`config.mk`:
```
export PLATFORM = sky130hd
export DESIGN_NAME = ray_slab_reducer
export DESIGN_NICKNAME = d
export VERILOG_FILES = /design/src/rtl/ray_slab_reducer.sv
export SDC_FILE = /design/constraint.sdc
export NUM_CORES = 1
export LEC_CHECK = 0
export ABC_AREA = 0
export CAP_MARGIN = 40
export CORE_ASPECT_RATIO = 1.75
export CORE_UTILIZATION = 59
export CTS_CLUSTER_SIZE = 8
export DETAILED_ROUTE_END_ITERATION = 12
export PLACE_DENSITY_LB_ADDON = 0.12
export SLEW_MARGIN = 20
export SYNTH_ARGS = -nofsm -noshare
export SYNTH_HDL_FRONTEND = slang
export SYNTH_SLANG_ARGS = --single-unit
export TNS_END_PERCENT = 1
```
`constraint.sdc`:
```
create_clock -name clk -period 13.48 [get_ports clk]
set_input_delay 2.696 -clock clk [delete_from_list [all_inputs] [get_ports clk]]
set_output_delay 2.696 -clock clk [all_outputs]
set_load 0.01 [all_outputs]
```
`src/rtl/ray_slab_reducer.sv`:
```
// rtl/ray_slab_reducer.sv - folds per-axis slab pairs of one ray into an entry/exit interval and hit flag
// Ordering works directly on the FloPoCo exn/sign/magnitude encoding.
module ray_slab_reducer #(
  parameter int width = 15,
  parameter int NAXES = 3
) (
  input  logic             clk,
  input  logic             rst,
  input  logic             in_valid,
  output logic             in_ready,
  input  logic [width:0]   in_t0,
  input  logic [width:0]   in_t1,
  output logic             out_valid,
  input  logic             out_ready,
  output logic             out_hit,
  output logic [width:0]   out_tenter,
  output logic [width:0]   out_texit,
  output logic             out_nan
);

  localparam int CNT_W = (NAXES > 1) ? $clog2(NAXES) : 1;
  localparam logic [CNT_W-1:0] LAST = CNT_W'(NAXES - 1);
  localparam logic [width:0] ZERO = '0;

  typedef enum logic {ACC, DONE} state_t;

  state_t           state_q, state_d;
  logic [CNT_W-1:0] cnt_q, cnt_d;
  logic [width:0]   tenter_q, tenter_d;
  logic [width:0]   texit_q, texit_d;
  logic             nan_q, nan_d;
  logic             hit_q, hit_d;

  function automatic logic is_nan(input logic [width:0] a);
    return a[width:width-1] == 2'b11;
  endfunction

  // Rank: -inf=0, negative normal=1, zero=2, positive normal=3, +inf=4
  function automatic logic [2:0] rank(input logic [width:0] a);
    logic [2:0] r;
    case (a[width:width-1])
      2'b00:   r = 3'd2;
      2'b01:   r = a[width-2] ? 3'd1 : 3'd3;
      2'b10:   r = a[width-2] ? 3'd0 : 3'd4;
      default: r = 3'd7;
    endcase
    return r;
  endfunction

  function automatic logic le(input logic [width:0] a, input logic [width:0] b);
    logic [2:0] ra;
    logic [2:0] rb;
    logic       res;
    ra = rank(a);
    rb = rank(b);
    if (is_nan(a) || is_nan(b))   res = 1'b0;
    else if (ra != rb)            res = ra < rb;
    else if (ra == 3'd1)          res = a[width-3:0] >= b[width-3:0];
    else if (ra == 3'd3)          res = a[width-3:0] <= b[width-3:0];
    else                          res = 1'b1;
    return res;
  endfunction

  logic           pair_le, pair_nan, both_nan;
  logic [width:0] near_v, far_v, enter_new, exit_new;
  logic           nan_new;

  always_comb begin
    both_nan  = is_nan(in_t0) && is_nan(in_t1);
    pair_nan  = is_nan(in_t0) || is_nan(in_t1);
    pair_le   = le(in_t0, in_t1) || both_nan;
    near_v    = pair_le ? in_t0 : in_t1;
    far_v     = pair_le ? in_t1 : in_t0;

    if (cnt_q == '0) begin
      enter_new = near_v;
      exit_new  = far_v;
      nan_new   = pair_nan;
    end else begin
      enter_new = le(tenter_q, near_v) ? near_v : tenter_q;
      exit_new  = le(far_v, texit_q) ? far_v : texit_q;
      nan_new   = nan_q | pair_nan;
    end

    state_d  = state_q;
    cnt_d    = cnt_q;
    tenter_d = tenter_q;
    texit_d  = texit_q;
    nan_d    = nan_q;
    hit_d    = hit_q;

    case (state_q)
      ACC: begin
        if (in_valid) begin
          tenter_d = enter_new;
          texit_d  = exit_new;
          nan_d    = nan_new;
          if (cnt_q == LAST) begin
            cnt_d   = '0;
            state_d = DONE;
            hit_d   = !nan_new && le(enter_new, exit_new) && le(ZERO, exit_new);
          end else begin
            cnt_d = cnt_q + 1'b1;
          end
        end
      end
      default: begin
        if (out_ready) state_d = ACC;
      end
    endcase
  end

  always_ff @(posedge clk) begin
    if (rst) begin
      state_q  <= ACC;
      cnt_q    <= '0;
      tenter_q <= '0;
      texit_q  <= '0;
      nan_q    <= 1'b0;
      hit_q    <= 1'b0;
    end else begin
      state_q  <= state_d;
      cnt_q    <= cnt_d;
      tenter_q <= tenter_d;
      texit_q  <= texit_d;
      nan_q    <= nan_d;
      hit_q    <= hit_d;
    end
  end

  assign in_ready   = (state_q == ACC);
  assign out_valid  = (state_q == DONE);
  assign out_hit    = hit_q;
  assign out_tenter = tenter_q;
  assign out_texit  = texit_q;
  assign out_nan    = nan_q;

endmodule

```
==> flow_metrics.tcl, run 1 <==
set metrics [dict create \
    status "finished, final reports clean" \
    port_buffers 71 \
    synthCells 554 \
    regToRegStartpoint "out_tenter[13]" \
    diodes 0 \
    syn_area_per_cell_sq_um 7.53 \
    hold-path-endpoint "cnt_q[1]" \
    grt_usage 0.347 \
    synth_compound_area_frac 0.192 \
    rr_worst_depth 18 \
    row_count 40 \
    cts_sinks 37 \
    synth_fa_ha_area_frac 0.194 \
    drt_iter0_drc 198 \
    firstDrtPassIters 5 \
    antenna_left 0 \
    viasPerCell 6.16 \
    overflow 0 \
    fp.dieArea_sq_um 7430 \
    synth_edf_count 0 \
    p_leak_nw 2.18 \
    critical_path_arrival_ns 10.11 \
    ys_seq_area_frac 0.177 \
    cap_violations 0 \
    cp.required_ns 13.66 \
    period_share 0.737 \
    yosys.area_share.simple 0.208 \
    cp-start-kind "input port" \
    r2r_end "out_hit" \
    place_hpwl_mm 9.98 \
    clock_path_buffers 2 \
    rsz0062_at_grt "false" \
    synth_xor_area_frac 0.00420 \
    min_from "cnt_q[1]" \
    antenna_found_initial 0 \
    die_w_um 65.6 \
    muxShareOfSynthArea 0.139 \
    r2r_setup_slack_ns 9.02 \
    grt_pass1_vias 4304 \
    worstMarginPinSlew_ns 0.862 \
    max_freq_mhz 101 \
    syn_nets 654 \
    clkLatencyLatePin_ns 0.29 \
    vias 4281 \
    synth-seq-cells 37 \
    ios 72 \
    synth.most_common_cell "ha_1" \
    grt_pass1_wl_mm 19.6 \
    cts_buffers 5 \
    die_y_um 113 \
    cts_tree "done" \
    finClkSkew_ns 0.00627 \
    setup_tns_ns 0 \
    hold_viol 0 \
    fill_cells 560 \
    end_kind "flop" \
    drc_errors 0 \
    synthArstFlopShare 0 \
    syn-cell-area_sq_um 4170 \
    slew_headroom 0.426 \
    syn2layout_area_growth_pct 21.9 \
    drt-wirelength-per-cell_um 17.7 \
    yosysWarnings 0 \
    utilization 0.742 \
    core-area_sq_um 6860 \
    htreeDepth 2 \
    worstSetupPathType "input port to flop" \
    powerDensity_nw_per_um2 109 \
    cts_resized 0 \
    drive_above_1_share 0.0917 \
    gp_congestion 0.953 \
    grt_max_degree 39 \
    maxSlewViolCount 0 \
    holdBufCountCts 0 \
    synth_top_cell_area_share 0.192 \
    clk_root_buffer_cell "clkbuf_16" \
    cts_setup_buffers 0 \
    path_common_cell "ha_1" \
    synth_top_cell_by_area "ha_1" \
    hold_path_class "flop to flop" \
    wirelength_mm 12.3 \
    synth_cell_type_count 56 \
    ys_top_cells_by_count "ha_1, nor2_1, inv_1, a21oi_1, dfxtp_1" \
    synth_top_family_by_area "simple AND/OR/NAND/NOR gates" \
    cp_max_fo 20 \
    slowest_delay_ns 0.68 \
    start_util 0.609 \
    clk_pin_slew_ns 0.06 \
    setup_viol 0 \
    ys_top_cells_by_area "ha_1, dfxtp_1, mux2_2, nor2_1, a21oi_1" \
    worst_path_max_delay_cell "clkdlybuf4s50_1" \
    fin_nets 711 \
    fin_crit_ns 9.93 \
    ir_drop_uv 65.2 \
    ys.flop_type "dfxtp_1" \
    hold_depth 2 \
]
## cells in the final DEF (no fill, tap or decap), types with 28 or more instances in the layout
cell              n
nor2_1           63
o21ai_0          29
dfxtp_1          37
mux2_2           32
inv_1            62
nand2_1          36
clkdlybuf4s50_1  71
ha_1             64
a21oi_1          47
nor3_1           28
## where the power goes
group          internal (mW)  switching (mW)
combinational          0.137           0.165
clock                 0.0725          0.0464
sequential             0.122          0.0126
total                  0.332           0.224
## cell families after synthesis
kind of cell / count (synthesis)
adder cells (fa/ha/maj): 65
flip-flops: 37
multiplexers: 53
buffers and inverters: 89
AND/OR/NAND/NOR: 180
AO/OA/AOI/OAI: 128
XOR/XNOR: 2
## metrics by stage
stage / hold WS (ns) / power [mW] / setup WS, ns / instances / area, sq um
floorplan: 0.457 / 0.339 / 4.46 / 554 / 4170
global placement: 0.466 / 0.421 / 3.35 / 687 / 4930
detailed placement: 0.485 / 0.433 / 3.36 / 688 / 4940
CTS: 0.494 / 0.556 / 3.61 / 695 / 5090
global route: 0.508 / 0.597 / 2.98 / 695 / 5090
finish: 0.488 / 0.555 / 3.55 / 695 / 5090
## final cells by class
type                    instances  area, sq um  share of cell area
inverters                      62          233              0.0457
flip-flops and latches         37          741               0.146
clock inverters                 1         7.51             0.00148
well taps                      84          105              0.0207
clock buffers                   6          139              0.0273
multi-input cells             428         3100               0.609
repair buffers                 77          763               0.150
## worst max-delay path, delay by kind of cell
kind,cells,cell delay [ns]
AOI/OAI and AO/OA,11,2.64
and+or+nand+nor,7,1.48
xor gates and xnor gates,1,0.16
buffers and inverters,4,1.32
muxes,3,0.86
adders and majority gates,3,0.93
## per-layer routing
layer / track usage / share of wire
met1: 0.327 / 0.35
met2: 0.632 / 0.53
met3: 0.0444 / 0.033
met4: 0.296 / 0.084
met5: 0 / 0
## registers in the layout, indices dropped and copies added (netlist names)
name / flops
cnt_q: 2
out_valid: 1
out_hit: 1
out_texit: 16
out_nan: 1
out_tenter: 16
## how the worst max path moves through the flow
stage               startpoint      end  cells after the start
floorplan            in_t0[15]  out_hit                     29
global placement     in_t0[14]  out_hit                     28
detailed placement   in_t0[14]  out_hit                     31
CTS                  in_t0[14]  out_hit                     31
global route         in_t0[14]  out_hit                     31
finish               in_t0[14]  out_hit                     29
Power figures use the tool's default switching activity.
==> run 2: changes to the inputs <==
Settings changed: CORE_UTILIZATION 59 to 49.
Clock period 13.48 ns to 8.45 ns, I/O delays scaled along.
==> run 2 against run 1 <==
Final cell count grew 4.9%. Worst setup slack worse by 3.2 ns. Worst hold slack better by 0.0052 ns. First-iteration DRC count is 4.0% lower. Global-route usage decreased by 3.6 points. Die area up 20%. Critical path depth increased by 2. Sequential power grew 61%. Cell area up 7.3%. Clock skew grew 0.0012 ns. Highest routed layer unchanged. Via count rose by 2.6%.
==> flow_metrics.tcl, run 2 (synthesis results as in run 1) <==
set metrics [dict create \
    status "finished, final reports clean" \
    cp_max_fo 9 \
    gp_congestion 0.996 \
    grt_usage 0.311 \
    powerDensity_nw_per_um2 176 \
    grt_max_degree 39 \
    hold_viol 0 \
    die_w_um 71.8 \
    hold_path_class "flop to flop" \
    slowest_delay_ns 0.50 \
    fin_nets 736 \
    vias 4391 \
    cap_violations 0 \
    diodes 0 \
    cp.required_ns 8.63 \
    die_y_um 124 \
    ios 72 \
    fin_ws_ns 0.363 \
    clock_path_buffers 2 \
    placed_area_sq_um 5140 \
    clkLatencyLatePin_ns 0.29 \
    drt-wirelength-per-cell_um 18.8 \
    antenna_found_initial 0 \
    place_hpwl_mm 11.2 \
    worst_path_max_delay_cell "clkdlybuf4s50_1" \
    max_freq_mhz 124 \
    antenna_left 0 \
    dp_slack_ns -0.144 \
    holdBufCountCts 0 \
    slew_headroom 0.449 \
    port_buffers 71 \
    cts_buffers 5 \
    worstMarginPinSlew_ns 0.827 \
    p_leak_nw 2.34 \
    stdcell_area_sq_um 5460 \
    fin_crit_ns 8.09 \
    syn2layout_area_growth_pct 30.8 \
    clk_pin_slew_ns 0.06 \
    fp.dieArea_sq_um 8910 \
    cp-start-kind "input port" \
    finClkSkew_ns 0.00744 \
    p_total_mw 0.961 \
    worstSetupPathType "input port to flop" \
    grt_pass1_wl_mm 21.1 \
    end_kind "flop" \
    htreeDepth 2 \
    period_share 0.957 \
    final_common_cell "clkdlybuf4s50_1" \
    clk_root_buffer_cell "clkbuf_16" \
    cts_sinks 37 \
    final_cell_mix "clkdlybuf4s50_1, ha_1, nor2_1, inv_1, a21oi_1" \
    utilization 0.661 \
    grt_pass1_vias 4389 \
    wirelength_mm 13.7 \
    critical_path_arrival_ns 8.26 \
    ir_drop_uv 111 \
    viasPerCell 6.02 \
    start_util 0.505 \
    path_common_cell "ha_1" \
    maxSlewViolCount 0 \
    firstDrtPassIters 4 \
    row_count 44 \
    overflow 0 \
    drt_iter0_drc 190 \
    drive_above_1_share 0.154 \
    cts_tree "done" \
    setup_viol 0 \
    drc_errors 0 \
    core-area_sq_um 8260 \
]
[run 2: changes by cell type in the layout (fill, tap and decap cells not counted), moves of 2 or more]
cell,delta
mux2i_1,-4
o22ai_2,+2
o22ai_1,-2
mux2i_2,+3
a21oi_1,-2
a21oi_2,+2
buf_4,+21
buf_12,+4
[run 2: final timing paths]
| path | startpoint | cells after the start | to | slack [ns] |
|---|---|---|---|---|
| setup / recovery | in_t0[14] | 31 | out_hit | 0.36 |
| hold / removal | cnt_q[1] | 2 | cnt_q[1] | 0.49 |
| setup reg to reg | out_tenter[13] | 19 | out_hit | 4.11 |
| hold reg to reg | cnt_q[1] | 2 | cnt_q[1] | 0.49 |
[run 2: routing by layer]
metal	GRT usage	wire length [um]
met5	0	0
met4	0.188	812
met3	0.0299	341
met2	0.637	7710
met1	0.284	4840
[run 2: power by group]
| part | internal (mW) | switching, mW | total (mW) | leakage (nW) |
|---|---|---|---|---|
| logic | 0.256 | 0.284 | 0.540 | 1.95 |
| clock network | 0.127 | 0.0793 | 0.206 | 0.0805 |
| registers | 0.194 | 0.0212 | 0.216 | 0.306 |
[run 2: layout make-up]
type                       count  area [sq um]
sequential                    37           741
tap                           92           115
multi-input combinational    428          3200
clock inverter                 1          8.76
timing repair buffer         102          1010
clock buffer                   7           153
fill                         754          2800
inverter                      62           233
[run 2: critical path, delay by kind of cell]
kind,cells,cell delay [ns]
buffers and inverters,6,1.21
xor gates and xnor gates,1,0.15
AOI/OAI and AO/OA,10,1.95
muxes,2,0.62
and+or+nand+nor,9,1.81
adders and majority gates,3,0.80
[run 2: what timing repair did]
| item | 4_1_cts | 5_1_grt |
|---|---|---|
| buffers inserted | 0 | 3 |
| setup endpoints to repair | 0 | 1 |
| gates resized for setup | 0 | 20 |
[run 2: metrics by stage]
step | hold slack, ns | std cells | setup TNS [ns]
2_1_floorplan | 0.457 | 554 | 0
3_3_place_gp | 0.467 | 717 | -0.0489
5_1_grt | 0.514 | 729 | -0.0636
6_report | 0.493 | 729 | 0
3_5_place_dp | 0.486 | 717 | -0.144
4_1_cts | 0.494 | 725 | 0
==> run 3: changes to the inputs <==
Settings changed: SLEW_MARGIN 20 to default.
==> results of run 3 <==
The final DEF is identical to that of run 2; final timing and power are the same.
